===== config.mk =====
export PLATFORM = sky130hd
export DESIGN_NAME = tmr_fault_monitor
export DESIGN_NICKNAME = d
export VERILOG_FILES = /design/src/rtl/tmr_fault_monitor.sv
export SDC_FILE = /design/constraint.sdc
export NUM_CORES = 1
export LEC_CHECK = 0
export CAP_MARGIN = 10
export CORE_MARGIN = 1
export CORE_UTILIZATION = 59
export DETAILED_ROUTE_END_ITERATION = 16
export PLACE_DENSITY = 0.84
export SYNTH_ARGS = -nofsm -noshare
export SYNTH_HDL_FRONTEND = slang
export SYNTH_SLANG_ARGS = --single-unit

===== constraint.sdc =====
create_clock -name clk -period 6.2 [get_ports clk]
set_clock_uncertainty 0.05 [all_clocks]
set_input_delay 1.24 -clock clk [delete_from_list [all_inputs] [get_ports clk]]
set_output_delay 1.24 -clock clk [all_outputs]
set_load 0.03 [all_outputs]

===== src/rtl/tmr_fault_monitor.sv =====
// rtl/tmr_fault_monitor.sv - TMR replica voter with per-replica health FSMs, saturating fault stats and IRQ
// Optional fault log outputs (last_fault_id/last_fault_val) are enabled by defining TMR_FAULT_LOG_EN.
module tmr_fault_monitor #(
  parameter int width       = 16,
  parameter int CNT_W       = 8,
  parameter int FAIL_THR    = 3,
  parameter int RECOVER_THR = 4
) (
  input  logic             clk,
  input  logic             rst,
  input  logic             sample_en,
  input  logic             clr_stats,
  input  logic [width-1:0] q_1,
  input  logic [width-1:0] q_2,
  input  logic [width-1:0] q_3,
  output logic [width-1:0] voted_q,
  output logic             valid_out,
  output logic [CNT_W-1:0] fault_cnt_1,
  output logic [CNT_W-1:0] fault_cnt_2,
  output logic [CNT_W-1:0] fault_cnt_3,
  output logic [5:0]       replica_state,
  output logic [2:0]       replica_failed,
  output logic             no_majority,
  output logic [CNT_W-1:0] nm_cnt,
`ifdef TMR_FAULT_LOG_EN
  output logic [1:0]       last_fault_id,
  output logic [width-1:0] last_fault_val,
`endif
  output logic             fault_irq
);

  typedef enum logic [1:0] {
    HEALTHY = 2'b00,
    SUSPECT = 2'b01,
    FAILED  = 2'b10,
    UNUSED  = 2'b11
  } rstate_t;

  localparam logic [3:0]       FT      = 4'(FAIL_THR);
  localparam logic [3:0]       RT      = 4'(RECOVER_THR);
  localparam logic [CNT_W-1:0] CNT_MAX = {CNT_W{1'b1}};

  rstate_t          st [3];
  logic [3:0]       fs [3];
  logic [3:0]       ms [3];
  logic [CNT_W-1:0] fc [3];
  logic [width-1:0] qv [3];
  logic [width-1:0] maj;
  logic             nm;
  logic [2:0]       mism;
  logic [2:0]       fail_enter;

  assign qv[0] = q_1;
  assign qv[1] = q_2;
  assign qv[2] = q_3;

  always_comb begin
    maj = (q_1 & q_2) | (q_1 & q_3) | (q_2 & q_3);
    nm  = 1'b0;
    if (q_1 == q_2 || q_1 == q_3) maj = q_1;
    else if (q_2 == q_3)          maj = q_2;
    else                          nm  = 1'b1;
  end

  // Only samples that have a majority can charge a replica with a mismatch.
  always_comb begin
    mism       = 3'b000;
    fail_enter = 3'b000;
    for (int i = 0; i < 3; i++) begin
      mism[i]       = sample_en && !nm && (qv[i] != maj);
      fail_enter[i] = mism[i] && (st[i] == SUSPECT) && ((fs[i] + 4'd1) == FT);
    end
  end

  always_comb begin
    for (int i = 0; i < 3; i++) replica_failed[i] = (st[i] == FAILED);
  end

  assign replica_state = {st[2], st[1], st[0]};
  assign fault_cnt_1   = fc[0];
  assign fault_cnt_2   = fc[1];
  assign fault_cnt_3   = fc[2];

  always_ff @(posedge clk or negedge rst) begin
    if (!rst) begin
      voted_q     <= '0;
      valid_out   <= 1'b0;
      no_majority <= 1'b0;
      nm_cnt      <= '0;
      fault_irq   <= 1'b0;
`ifdef TMR_FAULT_LOG_EN
      last_fault_id  <= 2'd0;
      last_fault_val <= '0;
`endif
      for (int i = 0; i < 3; i++) begin
        st[i] <= HEALTHY;
        fs[i] <= 4'd0;
        ms[i] <= 4'd0;
        fc[i] <= '0;
      end
    end else begin
      valid_out <= 1'b0;
      fault_irq <= 1'b0;
      if (clr_stats) begin
        no_majority <= 1'b0;
        nm_cnt      <= '0;
`ifdef TMR_FAULT_LOG_EN
        last_fault_id  <= 2'd0;
        last_fault_val <= '0;
`endif
        for (int i = 0; i < 3; i++) begin
          st[i] <= HEALTHY;
          fs[i] <= 4'd0;
          ms[i] <= 4'd0;
          fc[i] <= '0;
        end
      end else begin
        if (sample_en) begin
          voted_q   <= maj;
          valid_out <= 1'b1;
          if (nm) begin
            no_majority <= 1'b1;
            fault_irq   <= !no_majority;
            if (nm_cnt != CNT_MAX) nm_cnt <= nm_cnt + CNT_W'(1);
          end else begin
            fault_irq <= |fail_enter;
          end
`ifdef TMR_FAULT_LOG_EN
          if (nm) begin
            last_fault_id  <= 2'd3;
            last_fault_val <= q_1;
          end else if (mism[0]) begin
            last_fault_id  <= 2'd1;
            last_fault_val <= q_1;
          end else if (mism[1]) begin
            last_fault_id  <= 2'd2;
            last_fault_val <= q_2;
          end else if (mism[2]) begin
            last_fault_id  <= 2'd3;
            last_fault_val <= q_3;
          end
`endif
        end
        for (int i = 0; i < 3; i++) begin
          if (mism[i] && fc[i] != CNT_MAX) fc[i] <= fc[i] + CNT_W'(1);
          if (st[i] == UNUSED) begin
            st[i] <= HEALTHY;
            fs[i] <= 4'd0;
            ms[i] <= 4'd0;
          end else if (sample_en && !nm) begin
            case (st[i])
              HEALTHY: if (mism[i]) begin
                st[i] <= SUSPECT;
                fs[i] <= 4'd1;
                ms[i] <= 4'd0;
              end
              SUSPECT: if (mism[i]) begin
                fs[i] <= fs[i] + 4'd1;
                ms[i] <= 4'd0;
                if (fail_enter[i]) st[i] <= FAILED;
              end else begin
                fs[i] <= 4'd0;
                ms[i] <= ms[i] + 4'd1;
                if ((ms[i] + 4'd1) == RT) begin
                  st[i] <= HEALTHY;
                  ms[i] <= 4'd0;
                end
              end
              default: ;
            endcase
          end
        end
      end
    end
  end

endmodule


==> results of run 1 <==
==> metal layers <==
layer	vias to the layer above	wire, µm	part of all wire, %	GRT usage (%)
li1	3111	-	-	-
met2	332	8810	45	54.4
met4	0	478	2.5	12.5
met3	44	1590	8.2	7.41
met1	3105	8600	44	45.2
met5	-	0	0	0
==> worst paths after layout <==
kind | from | to | cells past startpoint
max | q_3[2] | fault_cnt_1[4]$_DFFE_PN0P_ | 11
min | voted_q[3]$_DFFE_PN0P_ | voted_q[3]$_DFFE_PN0P_ | 2
max reg2reg | nm_cnt[0]$_DFFE_PN0P_ | nm_cnt[7]$_DFFE_PN0P_ | 7
min reg2reg | voted_q[3]$_DFFE_PN0P_ | voted_q[3]$_DFFE_PN0P_ | 2
max in group asynchronous | rst | fs[0]$_DFFE_PN0P_ | 1
min in group asynchronous | rst | ms[6]$_DFFE_PN0P_ | 1
==> kinds of logic after synthesis <==
| kind of cell | count (synthesis) |
|---|---|
| multiplexers | 15 |
| AND/OR/NAND/NOR | 301 |
| buffers and inverters | 54 |
| flip-flops | 81 |
| XOR/XNOR | 63 |
| adder cells (fa/ha/maj) | 74 |
| AO/OA/AOI/OAI | 183 |
==> report_power, final <==
group          switching, W  internal (W)  total, W  leakage (nW)
Combinational      0.000199      0.000138  0.000336          2.24
Clock              0.000231      0.000287  0.000518         0.137
Sequential        0.0000182      0.000550  0.000568          1.09
==> worst max-delay path: stages <==
cell and delay [ns]:
clkdlybuf4s50_1 0.62, ha_1 0.28, nor4_1 0.52, nand4_1 0.21, buf_4 0.24, mux2_2 0.33
a222oi_1 0.40, o2111ai_1 0.28, o31ai_2 0.62, nor3_1 0.15, mux2_1 0.34
==> Yosys cell counts (6+ instances only) <==
cell       count  area share, %
xnor2_1       32            4.2
clkbuf_1      12           0.67
nand2b_1       9           0.84
ha_1          74             14
a31oi_1       10           0.93
a211oi_1       6           0.67
dfrtp_1       81             30
a21oi_1       40            3.0
nor4_1        32            3.0
o2bb2ai_1      9            1.2
nand4_1       18            1.7
inv_1         29            1.6
o21ai_0       31            2.3
mux2i_1        8            1.2
nand3_1       31            2.3
o31a_1         9            1.2
and2_1         6           0.56
o2111ai_1      8            1.0
or3_1         18            1.7
o211ai_1       8           0.89
nand2_1       57            3.2
nor2_1        61            3.4
and3_1         9           0.84
o22ai_1        8           0.74
xor2_1        31            4.0
nor3_1        25            1.9
nor2b_1       11            1.0
==> final cells by class <==
cell class,count,area (µm²)
Multi-Input combinational cell,636,4470
Fill cell,805,2730
Sequential cell,81,2030
Timing Repair Buffer,120,1170
Clock buffer,10,239
Tap cell,140,175
Inverter,31,116
Clock inverter,6,48.8
==> metrics by stage <==
stage,util (%),hold WS (ns),worst slack [ns]
after global routing,75.1,0.472,1.03
final,75.1,0.434,1.15
after CTS,75.1,0.437,1.28
after floorplan,-,0.432,2.24
after global placement,72.5,0.412,0.993
after detailed placement,72.5,0.423,0.909
==> registers in the layout, summed over array words and instances (netlist names) <==
name           count
nm_cnt             8
valid_out          1
no_majority        1
fault_cnt_2        8
voted_q           16
fault_irq          1
fault_cnt_3        8
fault_cnt_1        8
ms                12
fs                12
replica_state      6
==> impl_results.html, run 1 <==
<table>
<tr><th>Metric</th><th>Value</th></tr>
<tr><th colspan="2">Status</th></tr>
<tr><td>Run status</td><td>completed</td></tr>
<tr><th colspan="2">Global routing</th></tr>
<tr><td>Tot GR Track Use</td><td>34.1%</td></tr>
<tr><td>Sum of overflow across all layers after global routing</td><td>0</td></tr>
<tr><td>Global-route wire length before repair</td><td>30900 µm</td></tr>
<tr><td>Pin count of the biggest net entering global routing</td><td>82</td></tr>
<tr><td>Vias in the first global route</td><td>just over 6000</td></tr>
<tr><td>Antenna violations before repair</td><td>0</td></tr>
<tr><th colspan="2">Yosys</th></tr>
<tr><td>Flip-flop and latch count after synthesis</td><td>roughly 80</td></tr>
<tr><td>Multiplexer share of the synthesized area</td><td>under 10%</td></tr>
<tr><td>Sequential-to-total area share from yosys stat</td><td>30.1%</td></tr>
<tr><td>Combinational family with the most area after synthesis</td><td>simple AND/OR/NAND/NOR gates</td></tr>
<tr><td>Area fraction in compound gates after synthesis</td><td>18.9%</td></tr>
<tr><td>Mapped Avg Cell Area</td><td>8.73 µm²</td></tr>
<tr><td>Post-synth top flop</td><td>dfrtp_1</td></tr>
<tr><td>Gate count after technology mapping</td><td>771</td></tr>
<tr><td>Post-Synthesis Cell Area</td><td>a little under 7000 µm²</td></tr>
<tr><td>Share of flip-flops with an asynchronous set or reset after synthesis</td><td>100%</td></tr>
<tr><td>Count of flip-flops with a built-in enable after synthesis</td><td>0</td></tr>
<tr><td>Net Count, Synth</td><td>between 800 and 900</td></tr>
<tr><td>Basic-gate share of the synthesized area counting and, or, nand and nor cells</td><td>23.2%</td></tr>
<tr><td>Synth Warn #</td><td>0</td></tr>
<tr><td>Number of unique standard cell types used by synthesis</td><td>between 70 and 80</td></tr>
<tr><td>Area share of xor/xnor cells in the synthesized design</td><td>slightly above 8%</td></tr>
<tr><td>Post-synthesis adder-cell area fraction</td><td>between 10 and 15%</td></tr>
<tr><th colspan="2">Timing</th></tr>
<tr><td>Final hold violation count</td><td>0</td></tr>
<tr><td>Accumulated negative setup slack</td><td>0 ns</td></tr>
<tr><td>Actual slew at the worst max-slew pin</td><td>between 1 and 1.5 ns</td></tr>
<tr><td>Final cycle utilization of the critical path</td><td>81.4%</td></tr>
<tr><td>Final setup violation count</td><td>0</td></tr>
<tr><td>Setup repair after global routing missed its margin</td><td>no</td></tr>
<tr><td>Tmin final</td><td>5.05 ns</td></tr>
<tr><td>Top achievable clock speed</td><td>198 MHz</td></tr>
<tr><td>Final slew viol count</td><td>0</td></tr>
<tr><td>Relative slew margins</td><td>21.6%</td></tr>
<tr><th colspan="2">Detailed routing</th></tr>
<tr><td>DRC violation count after routing</td><td>0</td></tr>
<tr><td>Post-route ant nets</td><td>0</td></tr>
<tr><td>Overall routed net length</td><td>19500 µm</td></tr>
<tr><td>Routed via count divided by cell count</td><td>about 6.4</td></tr>
<tr><td>WL per Instance</td><td>around 19 µm</td></tr>
<tr><td>Total number of vias</td><td>approximately 6600</td></tr>
<tr><td>1st-pass router iterations</td><td>6</td></tr>
<tr><td>First-iteration detailed-routing DRC count</td><td>785</td></tr>
<tr><th colspan="2">Die</th></tr>
<tr><td>Die width</td><td>109 µm</td></tr>
<tr><td>I/O pin count</td><td>112</td></tr>
<tr><td>FP Rows</td><td>38</td></tr>
<tr><td>Area of the core</td><td>11000 µm²</td></tr>
<tr><td>Height of the die</td><td>109 µm</td></tr>
<tr><td>Initial cell density of the core</td><td>61.3%</td></tr>
<tr><td>DIE AREA</td><td>11800 µm²</td></tr>
<tr><th colspan="2">Worst setup path</th></tr>
<tr><td>Largest fanout on the critical path</td><td>14</td></tr>
<tr><td>Classification of the worst setup path</td><td>in2reg</td></tr>
<tr><td>Type of element capturing the critical path</td><td>flop</td></tr>
<tr><td>Arrival time of the worst setup path</td><td>5.23 ns</td></tr>
<tr><td>WP data required</td><td>6.38 ns</td></tr>
<tr><td>R2R setup slack</td><td>roughly 3.4 ns</td></tr>
<tr><td>Setup crit start kind</td><td>input pin</td></tr>
<tr><th colspan="2">Pwr</th></tr>
<tr><td>Power after layout</td><td>0.00142 W</td></tr>
<tr><td>Pleak</td><td>~3.5 nW</td></tr>
<tr><td>Worst-case vdd ir drop</td><td>approximately 0.00023 V</td></tr>
<tr><td>Pwr Density</td><td>172 nW/µm²</td></tr>
<tr><th colspan="2">Min path</th></tr>
<tr><td>Worst min-delay path category</td><td>reg2reg</td></tr>
<tr><th colspan="2">Clocking</th></tr>
<tr><td>Hold_buf cts</td><td>0</td></tr>
<tr><td>Setup Buffers After CTS</td><td>0</td></tr>
<tr><td>Clock tree from TritonCTS</td><td>yes</td></tr>
<tr><td>Maximum level of the CTS H-tree</td><td>3</td></tr>
<tr><td>Number of buffers between clock root and the deepest sink</td><td>2</td></tr>
<tr><td>Count of instances resized after the clock tree is built</td><td>0</td></tr>
<tr><td>CTS Root Buffer Type</td><td>clkbuf_16</td></tr>
<tr><td>Inserted Clock Buffers</td><td>9</td></tr>
<tr><td>Sinks on Clock Net</td><td>between 80 and 90</td></tr>
<tr><td>Reg clk slew, reported paths</td><td>around 0.070 ns</td></tr>
<tr><td>Clock latency of the later-clocked register in the worst-skew pair</td><td>around 0.34 ns</td></tr>
<tr><th colspan="2">Finish</th></tr>
<tr><td>Area growth syn-to-layout</td><td>22.6%</td></tr>
<tr><td>Final Cell Area</td><td>8250 µm²</td></tr>
<tr><td>Total Nets Final</td><td>between 1000 and 1500</td></tr>
<tr><td>Share of layout cells above drive strength 1</td><td>4.64%</td></tr>
<tr><td>Inserted Diodes</td><td>0</td></tr>
<tr><td>Commonest non-fill, non-tap cell in the layout</td><td>clkdlybuf4s50_1</td></tr>
<tr><td>Commonest cells after routing, fill and taps aside</td><td>109 x clkdlybuf4s50_1, 81 x dfrtp_1, 74 x ha_1</td></tr>
<tr><td>Final Instance Count excl. Fillers</td><td>between 1000 and 1500</td></tr>
<tr><th colspan="2">Place</th></tr>
<tr><td>HPWL after detailed placement</td><td>15000 µm</td></tr>
<tr><td># placed instances</td><td>1008</td></tr>
<tr><td>Instance area after placement</td><td>between 7000 and 8000 µm²</td></tr>
<tr><td>Quantity of I/O buffers inserted on ports</td><td>111</td></tr>
<tr><td>Final weighted congestion in routability-driven placement</td><td>between 0.9 and 1</td></tr>
<tr><th colspan="2">Job</th></tr>
<tr><td>Max-Cap Viols</td><td>0</td></tr>
</table>
(Power assumes the default switching activity.)
==> run 2, diff against run 1 <==
Settings changed: CORE_UTILIZATION 59 to 50, PLACE_DENSITY 0.84 to 0.76.
Clock period 6.2 ns to 4.5 ns, I/O delays scaled along.
==> run 2 against run 1 <==
  * Worst hold slack better by 0.014 ns
  * Register-to-register slack worse by 1.4 ns
  * Die area is 18% higher
  * Sequential cell count stayed put
  * Clock power is 27% higher
  * Total power is 37% higher
  * Sequential power is 38% higher
  * Wire length is 4.1% higher
  * Setup slack worse by 0.86 ns
  * Highest routed layer unchanged
  * Largest cell class unchanged
==> impl_results.html, run 2 (synthesis gave the netlist of run 1 again) <==
<table>
<tr><th>Metric</th><th>Value</th></tr>
<tr><th colspan="2">Finish</th></tr>
<tr><td>Total Nets Final</td><td>1074 (+6.9%)</td></tr>
<tr><td>Commonest cells after routing, fill and taps aside</td><td>109 x clkdlybuf4s50_1, 81 x dfrtp_1, 79 x buf_4</td></tr>
<tr><td>Biggest register</td><td>voted_q</td></tr>
<tr><td>Inserted Diodes</td><td>0 (unchanged)</td></tr>
<tr><td>Final Cell Area</td><td>8790 µm² (+6.5%)</td></tr>
<tr><td>Largest regs</td><td>voted_q x16, fs x12, ms x12</td></tr>
<tr><td>Largest register FFs</td><td>16 (unchanged)</td></tr>
<tr><td>Final standard cell utilization of the core</td><td>66.6% (-8.5 points)</td></tr>
<tr><td>Commonest non-fill, non-tap cell in the layout</td><td>clkdlybuf4s50_1</td></tr>
<tr><td>Area growth syn-to-layout</td><td>30.6%</td></tr>
<tr><td>Share of layout cells above drive strength 1</td><td>11.3% (+6.7 points)</td></tr>
<tr><th colspan="2">Worst setup path</th></tr>
<tr><td>Classification of the worst setup path</td><td>in2reg</td></tr>
<tr><td>Setup crit start kind</td><td>input pin</td></tr>
<tr><td>Arrival time of the worst setup path</td><td>4.37 ns (-0.86 ns)</td></tr>
<tr><td>R2R setup slack</td><td>1.99 ns (-1.41 ns)</td></tr>
<tr><td>Largest fanout on the critical path</td><td>8 (-6)</td></tr>
<tr><td>WP data required</td><td>4.67 ns (-1.71 ns)</td></tr>
<tr><td>Type of element capturing the critical path</td><td>flop</td></tr>
<tr><th colspan="2">Detailed routing</th></tr>
<tr><td>1st-pass router iterations</td><td>6 (unchanged)</td></tr>
<tr><td>WL per Instance</td><td>18.0 µm (-5.5%)</td></tr>
<tr><td>Total number of vias</td><td>6789 (+3.0%)</td></tr>
<tr><td>Post-route ant nets</td><td>0 (unchanged)</td></tr>
<tr><td>Routed via count divided by cell count</td><td>6.02 (-6.5%)</td></tr>
<tr><td>Overall routed net length</td><td>20300 µm (+4.1%)</td></tr>
<tr><td>DRC violation count after routing</td><td>0 (unchanged)</td></tr>
<tr><td>First-iteration detailed-routing DRC count</td><td>530 (-32%)</td></tr>
<tr><th colspan="2">Global routing</th></tr>
<tr><td>Met2 Resource Use GR</td><td>48.7% (-5.7 points)</td></tr>
<tr><td>Global-route wire length before repair</td><td>32700 µm (+5.8%)</td></tr>
<tr><td>Antenna violations before repair</td><td>1 (+1)</td></tr>
<tr><td>Vias in the first global route</td><td>6514 (+5.0%)</td></tr>
<tr><td>Sum of overflow across all layers after global routing</td><td>0 (unchanged)</td></tr>
<tr><td>Global Route met1 Usage</td><td>39.8% (-5.4 points)</td></tr>
<tr><td>Met3 capacity usage during global routing</td><td>5.43% (-2.0 points)</td></tr>
<tr><td>Pin count of the biggest net entering global routing</td><td>82 (unchanged)</td></tr>
<tr><td>Tot GR Track Use</td><td>29.7% (-4.3 points)</td></tr>
<tr><td>Most congested layer reported by global routing</td><td>met2</td></tr>
<tr><th colspan="2">Die</th></tr>
<tr><td>Initial cell density of the core</td><td>51.0% (-10 points)</td></tr>
<tr><td>Height of the die</td><td>118 µm (+8.5%)</td></tr>
<tr><td>Area of the core</td><td>13200 µm² (+20%)</td></tr>
<tr><td>FP Rows</td><td>42 (+11%)</td></tr>
<tr><td>I/O pin count</td><td>112 (unchanged)</td></tr>
<tr><td>Die width</td><td>118 µm (+8.5%)</td></tr>
<tr><td>DIE AREA</td><td>13900 µm² (+18%)</td></tr>
<tr><th colspan="2">Timing</th></tr>
<tr><td>Accumulated negative setup slack</td><td>0 ns (unchanged)</td></tr>
<tr><td>Tmin final</td><td>4.21 ns</td></tr>
<tr><td>Actual slew at the worst max-slew pin</td><td>1.03 ns (-0.135 ns)</td></tr>
<tr><td>Final cycle utilization of the critical path</td><td>93.5%</td></tr>
<tr><td>Relative slew margins</td><td>31.4% (+9.7 points)</td></tr>
<tr><td>Final hold violation count</td><td>0 (unchanged)</td></tr>
<tr><td>Top achievable clock speed</td><td>238 MHz</td></tr>
<tr><td>Setup repair after global routing missed its margin</td><td>no</td></tr>
<tr><td>Final slew viol count</td><td>0 (unchanged)</td></tr>
<tr><td>Final setup violation count</td><td>0 (unchanged)</td></tr>
<tr><th colspan="2">Clocking</th></tr>
<tr><td>Clock latency of the later-clocked register in the worst-skew pair</td><td>0.34 ns (about the same)</td></tr>
<tr><td>Sinks on Clock Net</td><td>81 (unchanged)</td></tr>
<tr><td>Inserted Clock Buffers</td><td>9 (unchanged)</td></tr>
<tr><td>Maximum level of the CTS H-tree</td><td>3 (unchanged)</td></tr>
<tr><td>Number of buffers between clock root and the deepest sink</td><td>2 (unchanged)</td></tr>
<tr><td>Reg clk slew, reported paths</td><td>0.06 ns (about the same)</td></tr>
<tr><td>Count of instances resized after the clock tree is built</td><td>0 (unchanged)</td></tr>
<tr><td>Setup Buffers After CTS</td><td>0 (unchanged)</td></tr>
<tr><td>Clock tree from TritonCTS</td><td>yes</td></tr>
<tr><td>CTS Root Buffer Type</td><td>clkbuf_16</td></tr>
<tr><td>Hold_buf cts</td><td>0 (unchanged)</td></tr>
<tr><th colspan="2">Place</th></tr>
<tr><td>Quantity of I/O buffers inserted on ports</td><td>111 (unchanged)</td></tr>
<tr><td>Final weighted congestion in routability-driven placement</td><td>0.992 (+0.92%)</td></tr>
<tr><td>HPWL after detailed placement</td><td>16200 µm (+8.0%)</td></tr>
<tr><td>Instance area after placement</td><td>8530 µm² (+7.1%)</td></tr>
<tr><th colspan="2">Min path</th></tr>
<tr><td>Worst min-delay path category</td><td>reg2reg</td></tr>
<tr><th colspan="2">Pwr</th></tr>
<tr><td>Pwr Density</td><td>222 nW/µm² (+29%)</td></tr>
<tr><td>Power after layout</td><td>0.00195 W (+37%)</td></tr>
<tr><td>Pleak</td><td>3.78 nW (+9.1%)</td></tr>
<tr><td>Worst-case vdd ir drop</td><td>0.000215 V (-4.8%)</td></tr>
<tr><th colspan="2">Job</th></tr>
<tr><td>Max-Cap Viols</td><td>0 (unchanged)</td></tr>
<tr><th colspan="2">Status</th></tr>
<tr><td>Run status</td><td>completed</td></tr>
</table>
==> run 2: changes by cell type in the layout (fill, tap and decap cells not counted), sizes merged <==
cell    before  now
buf         11   80
inv         32   29
clkinv       3    5
==> run 2: area by class of cell <==
cell class                      instances  area (µm²)
Multi-Input combinational cell        636        4470
Inverter                               31         116
Clock inverter                          5        33.8
Sequential cell                        81        2030
Fill cell                            1128        4400
Tap cell                              176         220
Clock buffer                           10         229
Timing Repair Buffer                  189        1690
==> run 2: metrics by stage <==
step	worst slack, ns	std cells	hold slack [ns]
finish	0.293	1128	0.448
global route	0.112	1128	0.465
CTS	0.360	1128	0.448
detailed placement	0.00795	1113	0.435
global placement	0.0791	1113	0.416
floorplan	0.879	771	0.432
==> run 2: where the power goes <==
group	internal, W	leakage [nW]	switching, W
Combinational	0.000227	2.56	0.000281
Sequential	0.000758	1.09	0.0000263
Clock	0.000369	0.124	0.000287
Total	0.00135	3.78	0.000594
==> run 2: worst paths after layout <==
kind,cells past startpoint,from,end
worst max-delay path,12,q_2[11],fault_cnt_1[5]$_DFFE_PN0P_
worst min register to register,2,voted_q[2]$_DFFE_PN0P_,voted_q[2]$_DFFE_PN0P_
max in group asynchronous,1,rst,fault_cnt_3[1]$_DFFE_PN0P_
worst min-delay path,2,voted_q[2]$_DFFE_PN0P_,voted_q[2]$_DFFE_PN0P_
min in group asynchronous,1,rst,fault_cnt_2[0]$_DFFE_PN0P_
worst max register to register,7,nm_cnt[0]$_DFFE_PN0P_,nm_cnt[7]$_DFFE_PN0P_
==> run 2: critical path, cell delays in order <==
cell	delay, ns
clkdlybuf4s50_1	0.48
ha_1	0.34
nor4_1	0.40
nand4_1	0.26
buf_4	0.26
mux2i_1	0.14
a222oi_1	0.44
o2111ai_1	0.24
o31ai_2	0.33
buf_4	0.20
nor4b_1	0.07
mux2_1	0.31
==> run 2: metal layers <==
metal	up-vias	wire length (µm)
li1	3247	-
met4	0	425
met5	-	0
met3	30	1320
met1	3283	9030
met2	229	9500
